### config.mk
export PLATFORM = sky130hd
export DESIGN_NAME = c2h_pattern_gen
export DESIGN_NICKNAME = d
export VERILOG_FILES = /design/src/rtl/c2h_patgen_pkg.sv /design/src/rtl/patgen_lfsr32.sv /design/src/rtl/c2h_pattern_gen.sv
export SDC_FILE = /design/constraint.sdc
export NUM_CORES = 1
export LEC_CHECK = 0
export BUFFER_PORTS_ARGS = -buffer_cell sky130_fd_sc_hd__buf_2
export CAP_MARGIN = 20
export CORE_UTILIZATION = 45
export DETAILED_ROUTE_END_ITERATION = 8
export PLACE_DENSITY = 0.67
export SLEW_MARGIN = 20
export SYNTH_ARGS = -nofsm -noshare
export SYNTH_HDL_FRONTEND = slang
export SYNTH_SLANG_ARGS = --single-unit
export TNS_END_PERCENT = 20
### constraint.sdc
create_clock -name clk_50m -period 2.36 [get_ports clk_50m]
set_input_delay 0.472 -clock clk_50m [delete_from_list [all_inputs] [get_ports clk_50m]]
set_output_delay 0.472 -clock clk_50m [all_outputs]
set_load 0.03 [all_outputs]
### src/rtl/c2h_patgen_pkg.sv
// +----------------------------------------------------------------------+
// | c2h_patgen_pkg : shared constants, state encoding and LFSR step      |
// | Rev 1.0                                                              |
// +----------------------------------------------------------------------+
`default_nettype none

package c2h_patgen_pkg;

  localparam logic [1:0] PAT_BYTE = 2'd0;
  localparam logic [1:0] PAT_WORD = 2'd1;
  localparam logic [1:0] PAT_LFSR = 2'd2;
  localparam logic [1:0] PAT_FILL = 2'd3;

  localparam logic [31:0] LFSR_POLY = 32'h80200003;
  localparam logic [31:0] LFSR_SEED = 32'hFFFFFFFF;

  typedef enum logic [1:0] {
    ST_IDLE = 2'd0,
    ST_RUN  = 2'd1,
    ST_STOP = 2'd2,
    ST_DONE = 2'd3
  } state_t;

  // Right-shifting Galois form: bit i of the mask is the x^(i+1) tap.
  function automatic logic [31:0] lfsr_step(input logic [31:0] s);
    return s[0] ? ((s >> 1) ^ LFSR_POLY) : (s >> 1);
  endfunction

endpackage

`default_nettype wire

### src/rtl/patgen_lfsr32.sv
// +----------------------------------------------------------------------+
// | patgen_lfsr32 : 32-bit Galois LFSR with seed load and advance enable |
// | Rev 1.0                                                              |
// +----------------------------------------------------------------------+
`default_nettype none

module patgen_lfsr32
  import c2h_patgen_pkg::*;
(
  input  logic        clk,
  input  logic        rst,
  input  logic        i_load,
  input  logic        i_adv,
  output logic [31:0] o_state
);

  logic [31:0] r_state;

  always_ff @(posedge clk) begin
    if (rst) begin
      r_state <= LFSR_SEED;
    end else if (i_load) begin
      r_state <= LFSR_SEED;
    end else if (i_adv) begin
      r_state <= lfsr_step(r_state);
    end
  end

  assign o_state = r_state;

endmodule

`default_nettype wire

### src/rtl/c2h_pattern_gen.sv
// +----------------------------------------------------------------------+
// | c2h_pattern_gen : packetised AXI-stream test-data source for C2H DMA |
// | Optional error injector: define C2H_PATGEN_ERRINJ_EN                 |
// | Rev 1.0                                                              |
// +----------------------------------------------------------------------+
`default_nettype none

module c2h_pattern_gen
  import c2h_patgen_pkg::*;
#(
  parameter int DATA_W    = 64,
  parameter int BURST_LEN = 256,
  parameter int PKT_CNT_W = 16
) (
  input  logic                 clk_50m,
  input  logic                 usr_rst,
  input  logic                 run_i,
  input  logic                 chan_rst_i,
  input  logic [1:0]           mode_i,
  input  logic [7:0]           fill_i,
  input  logic [PKT_CNT_W-1:0] pkt_cnt_i,
`ifdef C2H_PATGEN_ERRINJ_EN
  input  logic                 err_inj_i,
`endif
  output logic [DATA_W-1:0]    m_axis_tdata,
  output logic                 m_axis_tvalid,
  input  logic                 m_axis_tready,
  output logic                 m_axis_tlast,
  output logic                 busy_o,
  output logic                 done_o,
  output logic [PKT_CNT_W-1:0] pkts_sent_o
);

  localparam int c_NB     = DATA_W / 8;
  localparam int c_NW     = DATA_W / 32;
  localparam int c_BEAT_W = (BURST_LEN > 1) ? $clog2(BURST_LEN) : 1;
  localparam logic [c_BEAT_W-1:0] c_LAST_BEAT = c_BEAT_W'(BURST_LEN - 1);

  state_t                r_state;
  logic [1:0]            r_mode;
  logic [7:0]            r_fill;
  logic [PKT_CNT_W-1:0]  r_pkt_cnt;
  logic [PKT_CNT_W-1:0]  r_pkts_sent;
  logic [c_BEAT_W-1:0]   r_beat;
  logic [7:0]            r_byte_base;
  logic [31:0]           r_word_base;
  logic [DATA_W-1:0]     r_tdata;
  logic                  r_tvalid;
  logic                  r_tlast;
  logic                  r_done;

  logic                  w_accept;
  logic                  w_start;
  logic                  w_cont;
  logic                  w_cnt_hit;
  logic [PKT_CNT_W-1:0]  w_pkts_nxt;
  logic [c_BEAT_W-1:0]   w_beat_nxt;
  logic                  w_tlast_nxt;
  logic [7:0]            w_byte_nxt;
  logic [31:0]           w_word_nxt;
  logic [31:0]           w_lfsr;
  logic [DATA_W-1:0]     w_pat_nxt;
  logic [DATA_W-1:0]     w_pat_start;
  logic                  w_inj;
  logic [DATA_W-1:0]     w_inj_mask;

  // Byte lanes carry the byte-ramp/fill patterns, 32-bit lanes the word/LFSR ones.
  function automatic logic [DATA_W-1:0] f_pat(
    input logic [1:0]  mode,
    input logic [7:0]  fill,
    input logic [7:0]  byte_base,
    input logic [31:0] word_base,
    input logic [31:0] lfsr
  );
    logic [DATA_W-1:0] d;
    d = '0;
    for (int k = 0; k < c_NB; k++) begin
      d[8*k +: 8] = (mode == PAT_FILL) ? fill : byte_base + 8'(k);
    end
    for (int j = 0; j < c_NW; j++) begin
      case (mode)
        PAT_WORD: d[32*j +: 32] = word_base + 32'(j);
        PAT_LFSR: d[32*j +: 32] = lfsr ^ {4{8'(j)}};
        default:  ;
      endcase
    end
    return d;
  endfunction

  assign w_accept    = r_tvalid & m_axis_tready;
  assign w_pkts_nxt  = r_pkts_sent + 1'b1;
  assign w_cnt_hit   = (r_pkt_cnt != '0) && (w_pkts_nxt == r_pkt_cnt);
  assign w_start     = (r_state == ST_IDLE) && run_i;
  // A new beat is loaded unless the accepted beat ends the whole run.
  assign w_cont      = w_accept && (!r_tlast ||
                       (!w_cnt_hit && run_i && (r_state == ST_RUN)));
  assign w_beat_nxt  = r_tlast ? '0 : r_beat + 1'b1;
  assign w_tlast_nxt = (w_beat_nxt == c_LAST_BEAT);
  assign w_byte_nxt  = r_byte_base + 8'(c_NB);
  assign w_word_nxt  = r_word_base + 32'(c_NW);
  assign w_pat_nxt   = f_pat(r_mode, r_fill, w_byte_nxt, w_word_nxt, lfsr_step(w_lfsr));
  assign w_pat_start = f_pat(mode_i, fill_i, 8'd0, 32'd0, LFSR_SEED);
  assign w_inj_mask  = {{(DATA_W-1){1'b0}}, w_inj};

`ifdef C2H_PATGEN_ERRINJ_EN
  logic r_inj_pend;

  assign w_inj = r_inj_pend | err_inj_i;

  always_ff @(posedge clk_50m) begin
    if (usr_rst || chan_rst_i) begin
      r_inj_pend <= 1'b0;
    end else if (w_start || w_cont) begin
      r_inj_pend <= 1'b0;
    end else if (err_inj_i) begin
      r_inj_pend <= 1'b1;
    end
  end
`else
  assign w_inj = 1'b0;
`endif

  patgen_lfsr32 u_lfsr (
    .clk     (clk_50m),
    .rst     (usr_rst),
    .i_load  (chan_rst_i | w_start),
    .i_adv   (w_accept),
    .o_state (w_lfsr)
  );

  always_ff @(posedge clk_50m) begin
    if (usr_rst) begin
      r_state     <= ST_IDLE;
      r_mode      <= PAT_BYTE;
      r_fill      <= 8'd0;
      r_pkt_cnt   <= '0;
      r_pkts_sent <= '0;
      r_beat      <= '0;
      r_byte_base <= 8'd0;
      r_word_base <= 32'd0;
      r_tdata     <= '0;
      r_tvalid    <= 1'b0;
      r_tlast     <= 1'b0;
      r_done      <= 1'b0;
    end else if (chan_rst_i) begin
      // Abort: pkts_sent keeps its value so software can read how far it got.
      r_state     <= ST_IDLE;
      r_beat      <= '0;
      r_byte_base <= 8'd0;
      r_word_base <= 32'd0;
      r_tvalid    <= 1'b0;
      r_tlast     <= 1'b0;
      r_done      <= 1'b0;
    end else begin
      r_done <= 1'b0;
      case (r_state)
        ST_IDLE: begin
          if (run_i) begin
            r_state     <= ST_RUN;
            r_mode      <= mode_i;
            r_fill      <= fill_i;
            r_pkt_cnt   <= pkt_cnt_i;
            r_pkts_sent <= '0;
            r_beat      <= '0;
            r_byte_base <= 8'd0;
            r_word_base <= 32'd0;
            r_tdata     <= w_pat_start ^ w_inj_mask;
            r_tvalid    <= 1'b1;
            r_tlast     <= (c_LAST_BEAT == '0);
          end
        end
        ST_RUN, ST_STOP: begin
          if (w_accept) begin
            r_beat      <= w_beat_nxt;
            r_byte_base <= w_byte_nxt;
            r_word_base <= w_word_nxt;
            if (r_tlast) begin
              r_pkts_sent <= w_pkts_nxt;
            end
          end
          if (w_cont) begin
            r_tdata <= w_pat_nxt ^ w_inj_mask;
            r_tlast <= w_tlast_nxt;
            if (!run_i) begin
              r_state <= ST_STOP;
            end
          end else if (w_accept) begin
            r_tvalid <= 1'b0;
            r_tlast  <= 1'b0;
            if (w_cnt_hit) begin
              r_state <= ST_DONE;
              r_done  <= 1'b1;
            end else begin
              r_state <= ST_IDLE;
            end
          end else if (!run_i) begin
            r_state <= ST_STOP;
          end
        end
        ST_DONE: begin
          r_state <= ST_IDLE;
        end
        default: begin
          r_state <= ST_IDLE;
        end
      endcase
    end
  end

  assign m_axis_tdata  = r_tdata;
  assign m_axis_tvalid = r_tvalid;
  assign m_axis_tlast  = r_tlast;
  assign busy_o        = (r_state != ST_IDLE);
  assign done_o        = r_done;
  assign pkts_sent_o   = r_pkts_sent;

endmodule

`default_nettype wire

==> summary.txt, run 1 <==
Slew Viols, Final: 0
clock skew: 15.7 ps
Die X-Extent: 149 µm
Logic pwr share: 17.8%
clock period minus worst slack: 2600 ps
layout cells sized above 1: 30.2%
Mapped Area: 9660 µm²
Worst Setup End Kind: register
Reg-to-Reg Start: pkts_sent_o[0]
top_reg_cell synth: dfxtp_1
Power Dens Cells: 595 nW/µm²
RSZ-0062 raised after global routing: true
Post-synth ARST share: 0%
max-cap check violation count: 0
WP data required: 2680 ps
RR Endpoint: m_axis_tdata[45]
PnR worst setup slack: -240 ps
first-pass GRT wire length: 51.2 mm
Crit Path Max Fanout: 8
number of enable flip-flop cells after synthesis: 0
Area growth syn-to-layout: 35.8%
clk sink count: 185
total wire length: 33.0 mm
worst min path class: in2reg
gr usage total: 29.3%
initial antenna violation count: 1
Reg2Reg Setup Slack: -240 ps
Internal Power: 5.23 mW
die footprint: 22,100 µm²
syn_nets: 1,350
Final TNS setup: -9260 ps
crit path DAT: 2920 ps
clock buffer depth: 2
Peak VDD IR: 0.477 mV
fmax: 385 MHz
Vias: 10,500
critical path class: reg2reg
sequential fraction of the synthesis area: 38.3%
Slew headroom: 60.2%
Final Setup Violations: 66
Chip Height: 149 µm
Yosys reg bits: 185
Worst R2R Path Depth: 11
Clock transition at path regs: 90 ps
failing checks: setup timing
Inst Count DP: 1,768
H-tree Lvls: 4
Hold Buf Count CTS: 0
# IOs: 115
switching part of the total: 33.0%
Seq pwr share: 42.6%
count of different cell masters after synthesis: 69
CTS tree: built
run status: finished with violations
Max stage delay cell, worst path: or4_4
Worst Hold End: r_pkt_cnt[5]
Nets: 1,571
Hold Path Stages: 3
Clk network pwr share: 39.6%
hpwl dp: 23.0 mm
setup slack after placement: -433 ps
period utilisation layout: 110%
Hold Startpoint: pkt_cnt_i[5]
Avg Cell Area, Syn: 7.42 µm²
fillcell total: 1,820
Final ANT Viol Nets: 0
cell count after synthesis: 1,303
clk_lat worst skew: 450 ps
core area: 21,000 µm²
crit path cell chain: ha_4, xnor2_2, o211ai_1, or4_4, nor4_4, nand4_1, buf_6, buf_12, buf_12, a21oi_2, a211oi_2
GR Overflow Total: 0
Ys Warns: 0
Residual DRC: 0
worst slew pin tran: 596 ps
number of CTS-inserted buffers: 17
I/O Buffers: 114
nature of the critical path startpoint: register
wire per inst: 18.2 µm
via/cell ratio: 5.79
Worst Path Buf+Inv: 3
GP Congestion: 0.954
final std cells w/o fill: 1,813
largest net degree at the start of global routing: 50
Iteration-0 DRC Markers: 864
CP top delay family: simple AND/OR/NAND/NOR gates
initial core utilization: 46.0%
clk root buf: clkbuf_16
drt pass-1 iters: 6
Psw: 2.58 mW
vias in the first global route: 9,733
Crit path largest cell delay: 540 ps
final hold vios: 0
FP Rows: 53
leakage: 5.32 nW
most used cell, CP: buf_12
## layout make-up
cell class	count	area [µm²]	area share, %
multi-input combinational	994	6060	46.2
clock inverter	15	214	1.63
inverter	24	90.1	0.687
clock buffer	17	425	3.24
timing repair buffer	302	2240	17.1
sequential	185	3740	28.5
antenna	1	2.50	0.0191
tap	275	344	2.62
## cells in the mapped netlist, drive strengths merged, types with 2 or more instances
cell / count / area (µm²)
o211ai: 11 / 82.6
ha: 16 / 200
a31o: 6 / 52.6
inv: 24 / 90.1
and3: 7 / 43.8
or2: 6 / 37.5
buf: 21 / 120
xor2: 25 / 219
o2111ai: 2 / 17.5
o22ai: 5 / 31.3
dfxtp: 185 / 3700
or3: 8 / 55.1
nor2b: 4 / 25.0
or4: 5 / 37.5
nand4: 16 / 106
a21o: 4 / 30.0
o21ai: 61 / 305
nor3: 86 / 435
nand3: 64 / 320
nor3b: 5 / 37.5
and4: 11 / 98.8
a22oi: 5 / 37.5
a21oi: 170 / 851
a221oi: 9 / 78.8
and2: 6 / 37.5
o211a: 2 / 20.0
o31ai: 3 / 22.5
a31oi: 7 / 43.8
clkbuf: 79 / 299
nor2: 103 / 387
o2111a: 2 / 22.5
nand2: 230 / 866
a211oi: 28 / 225
xnor2: 29 / 254
nand2b: 8 / 50.1
a32oi: 2 / 17.5
a211o: 5 / 43.8
a221o: 5 / 50.1
nor4: 19 / 138
nand3b: 4 / 30.0
## cells in the final DEF, fill, tap and decap left out, drive strengths merged, types with 25 or more instances in the layout
cell type  instances
a211oi            28
a21oi            170
buf              299
dfxtp            185
inv               36
nand2            230
nand3             64
nor2             103
nor3              86
o21ai             61
xnor2             29
xor2              25
## flip-flops by register name, summed over array words and instances, names as in the netlist
| name | cells |
|---|---|
| m_axis_tvalid | 1 |
| u_lfsr.o_state | 32 |
| r_pkt_cnt | 16 |
| m_axis_tlast | 1 |
| r_fill | 8 |
| r_byte_base | 5 |
| r_state | 2 |
| r_mode | 2 |
| pkts_sent_o | 16 |
| r_beat | 8 |
| done_o | 1 |
| m_axis_tdata | 62 |
| r_word_base | 31 |
## stage by stage
step | hold WS, ps | area [µm²] | util, % | power (mW)
after floorplan | 431 | 9800 | - | 4.15
after global placement | 442 | 11700 | 55.7 | 4.58
after detailed placement | 449 | 11700 | 55.7 | 4.60
after CTS | 251 | 12600 | 60.0 | 7.69
after global routing | 268 | 13100 | 62.4 | 8.08
final | 261 | 13100 | 62.4 | 7.81
## power groups by stage
stage / combinational (mW) / clock, mW / sequential (mW)
5_1_grt: 1.49 / 3.25 / 3.34
4_1_cts: 1.26 / 3.12 / 3.31
3_3_place_gp: 1.21 / 0 / 3.38
6_report: 1.39 / 3.09 / 3.33
3_5_place_dp: 1.22 / 0 / 3.38
2_1_floorplan: 0.600 / 0 / 3.55
## layer usage
layer / track usage [%] / wire length, µm / vias up
met5: 0 / 0 / -
met4: 10.5 / 819 / 0
met3: 4.79 / 2320 / 67
met2: 46.8 / 15400 / 425
met1: 39.8 / 14400 / 4963
li1: - / - / 5044
## worst reg2reg max path, cell delays in order, from the launching register on
cell and delay [ps]:
dfxtp_4 360, ha_4 270, xnor2_2 100, o211ai_1 170, or4_4 540, nor4_4 170
nand4_1 140, buf_6 170, buf_12 160, buf_12 150, a21oi_2 170, a211oi_2 60
## timing repair
item / in CTS / in global routing
pin swaps: 18 / 23
setup buffers: 7 / 1
setup endpoints to repair: 66 / 111
cloned: 1 / 3
endpoints found under the hold margin: 0 / 0
gates resized for setup: 43 / 91
## worst max path at each step
stage          cells after the start  slack, ps            from          endpoint
2_1_floorplan                      9        -40  pkts_sent_o[1]        r_state[0]
3_3_place_gp                       9       -380  pkts_sent_o[0]        r_state[0]
3_5_place_dp                       9       -430  pkts_sent_o[0]        r_state[0]
4_1_cts                           11       -170  pkts_sent_o[0]  m_axis_tdata[47]
5_1_grt                           11       -310  pkts_sent_o[0]  m_axis_tdata[45]
6_report                          11       -240  pkts_sent_o[0]  m_axis_tdata[45]
## cells by family (layout without fill, tap and decap cells)
| family | after synthesis | after routing | synth area share, % |
|---|---|---|---|
| multiplexers | 1 | 1 | 0.104 |
| flip-flops | 185 | 185 | 38.3 |
| XOR/XNOR | 54 | 54 | 4.89 |
| other | 0 | 1 | 0 |
| adder cells (fa/ha/maj) | 16 | 16 | 2.07 |
| AND/OR/NAND/NOR | 586 | 586 | 28.4 |
| AO/OA/AOI/OAI | 337 | 337 | 21.0 |
| buffers and inverters | 124 | 358 | 5.27 |
Power figures use the tool's default switching activity.
==> run 2, diff against run 1 <==
--- a/config.mk
+++ b/config.mk
@@ -7,9 +7,9 @@
 export LEC_CHECK = 0
 export BUFFER_PORTS_ARGS = -buffer_cell sky130_fd_sc_hd__buf_2
 export CAP_MARGIN = 20
-export CORE_UTILIZATION = 45
+export CORE_UTILIZATION = 53
 export DETAILED_ROUTE_END_ITERATION = 8
-export PLACE_DENSITY = 0.67
+export PLACE_DENSITY = 0.77
 export SLEW_MARGIN = 20
 export SYNTH_ARGS = -nofsm -noshare
 export SYNTH_HDL_FRONTEND = slang
==> run 2 against run 1 <==
  * The flow still finishes with violations (setup timing)
  * Sequential power about the same
  * Hold slack worse by 2.1 ps
  * Final area down 1.3%
  * Flip-flop and latch count unchanged
  * Die area down 15%
  * Combinational power about the same
  * Via count up 3.7%
  * Core utilization up 9.9 points
  * Cell count down 2.5%
  * Sequential share of layout area up 0.39 points
  * Largest cell class unchanged
==> summary.txt, run 2 (synthesis results as in run 1) <==
H-tree Lvls: 4 (unchanged)
nature of the critical path startpoint: register
number of flip-flops in the largest register: 62 (unchanged)
clk root buf: clkbuf_16
RSZ-0062 raised after global routing: true
Peak VDD IR: 0.538 mV (+13%)
Final Total Pwr: 7.79 mW (-0.32%)
Worst Setup EP: m_axis_tdata[43]
via/cell ratio: 6.16 (+6.4%)
Worst Setup End Kind: register
Slew headroom: 63.1% (+2.8 points)
Worst R2R Path Depth: 11 (unchanged)
Vias: 10,900 (+3.7%)
Slew Viols, Final: 0 (unchanged)
Final Util: 72.3% (+9.9 points)
PnR worst setup slack: -265 ps (-25.7 ps)
Iteration-0 DRC Markers: 1,261 (+46%)
WP data required: 2680 ps (about the same)
Chip Height: 137 µm (-7.7%)
total wire length: 33.3 mm (+0.98%)
CTS tree: built
first-pass GRT wire length: 49.7 mm (-2.9%)
GP Congestion: 0.947 (-0.81%)
Area growth syn-to-layout: 34.0%
wire per inst: 18.9 µm (+3.6%)
clock skew: 15.6 ps (-0.182 ps)
Crit path largest cell delay: 530 ps (about the same)
Hold Buf Count CTS: 0 (unchanged)
clock buffer depth: 2 (unchanged)
crit path cell chain: ha_4, xnor2_2, o211ai_1, or4_4, nor4_4, nand4_1, buf_6, buf_12, clkbuf_16, a21oi_2, nor3_1
gr usage total: 34.2% (+4.8 points)
Residual DRC: 0 (unchanged)
failing checks: setup timing
Final ANT Viol Nets: 0 (unchanged)
FP Rows: 49 (-7.5%)
initial antenna violation count: 2 (+1)
final hold slack: 259 ps (-2.08 ps)
GR Overflow Total: 0 (unchanged)
CP Launch Point: pkts_sent_o[0]
I/O Buffers: 114 (unchanged)
core area: 17,900 µm² (-15%)
largest net degree at the start of global routing: 50 (unchanged)
period utilisation layout: 111% (+1.1 points)
crit path DAT: 2940 ps (+20 ps)
clock period minus worst slack: 2630 ps (+25.7 ps)
Reg-to-Reg Start: pkts_sent_o[0]
vias in the first global route: 9,504 (-2.4%)
# IOs: 115 (unchanged)
hpwl dp: 22.5 mm (-2.1%)
die footprint: 18,800 µm² (-15%)
clk sink count: 185 (unchanged)
Clock transition at path regs: 90 ps (about the same)
layout cells sized above 1: 29.4% (-0.83 points)
RR Endpoint: m_axis_tdata[43]
initial core utilization: 54.0% (+8.0 points)
Nets: 1,570 (-0.064%)
drt pass-1 iters: 8 (+2)
critical path class: reg2reg
run status: finished with violations
number of CTS-inserted buffers: 17 (unchanged)
worst slew pin tran: 554 ps (-41.9 ps)
most common cell after layout, fill and taps aside: nand2_1
clk_lat worst skew: 450 ps (about the same)
Power Dens Cells: 601 nW/µm² (+1.0%)
max-cap check violation count: 0 (unchanged)
Die X-Extent: 137 µm (-7.7%)
fmax: 381 MHz (-0.98%)
Reg2Reg Setup Slack: -270 ps (-30 ps)
setup slack after placement: -254 ps (+180 ps)
Final Setup Violations: 66 (unchanged)
Max stage delay cell, worst path: or4_4
Crit Path Max Fanout: 6 (-2)
most frequent cells in the layout: nand2_1, dfxtp_1, buf_4
Final TNS setup: -12,500 ps (-3240 ps)
worst min path class: in2reg
final hold vios: 0 (unchanged)
leakage: 5.29 nW (-0.56%)
run 2: power by group:
group	total [mW]	switching [mW]	leakage (nW)	internal (mW)
clock network	3.06	1.58	0.302	1.48
registers	3.34	0.109	1.51	3.23
logic	1.38	0.900	3.48	0.485
run 2: final cells by class:
| cell class | count | area (µm²) |
|---|---|---|
| well taps | 229 | 287 |
| repair buffers | 301 | 2180 |
| clock buffers | 17 | 425 |
| flip-flops and latches | 185 | 3740 |
| clock inverters | 15 | 210 |
| diodes | 2 | 5.00 |
| multi-input cells | 994 | 6010 |
| fillers | 1344 | 4960 |
| inverters | 24 | 90.1 |
run 2: per-layer routing:
metal	wire length (µm)	vias up	global-route usage, %
met4	1090	0	12.3
li1	-	5054	-
met5	0	-	0
met1	13600	5141	45.4
met2	15500	577	54.4
met3	3130	112	7.07
run 2: how the worst min path moves through the flow:
stage | from | end | slack (ps) | depth (start not counted)
after global routing | pkt_cnt_i[5] | r_pkt_cnt[5] | 260 | 3
final | pkt_cnt_i[4] | r_pkt_cnt[4] | 260 | 3
after detailed placement | r_fill[5] | r_fill[5] | 440 | 2
after floorplan | r_fill[6] | r_fill[6] | 430 | 2
after global placement | m_axis_tdata[58] | m_axis_tdata[58] | 440 | 2
after CTS | pkt_cnt_i[14] | r_pkt_cnt[14] | 250 | 3
run 2: what timing repair did:
action                                 in CTS  in global routing
endpoints found under the hold margin       0                  0
cloned                                      2                  2
setup buffers                               6                  1
setup endpoints to repair                  66                100
pin swaps                                  32                 27
resized for setup                          61                 57
run 2: through the flow:
stage / instance area (µm²) / instances
6_report: 12900 / 1767
5_1_grt: 12900 / 1767
4_1_cts: 12600 / 1762
3_5_place_dp: 11600 / 1723
3_3_place_gp: 11600 / 1723
2_1_floorplan: 9800 / 1303
run 2: worst max-delay path: cells and delay by family, from the launching register on:
family | cells | cell delay (ps)
compound gates | 2 | 280
xor+xnor | 1 | 100
flops | 1 | 350
simple gates | 4 | 990
buf+inv | 3 | 490
fa+ha+maj | 1 | 270
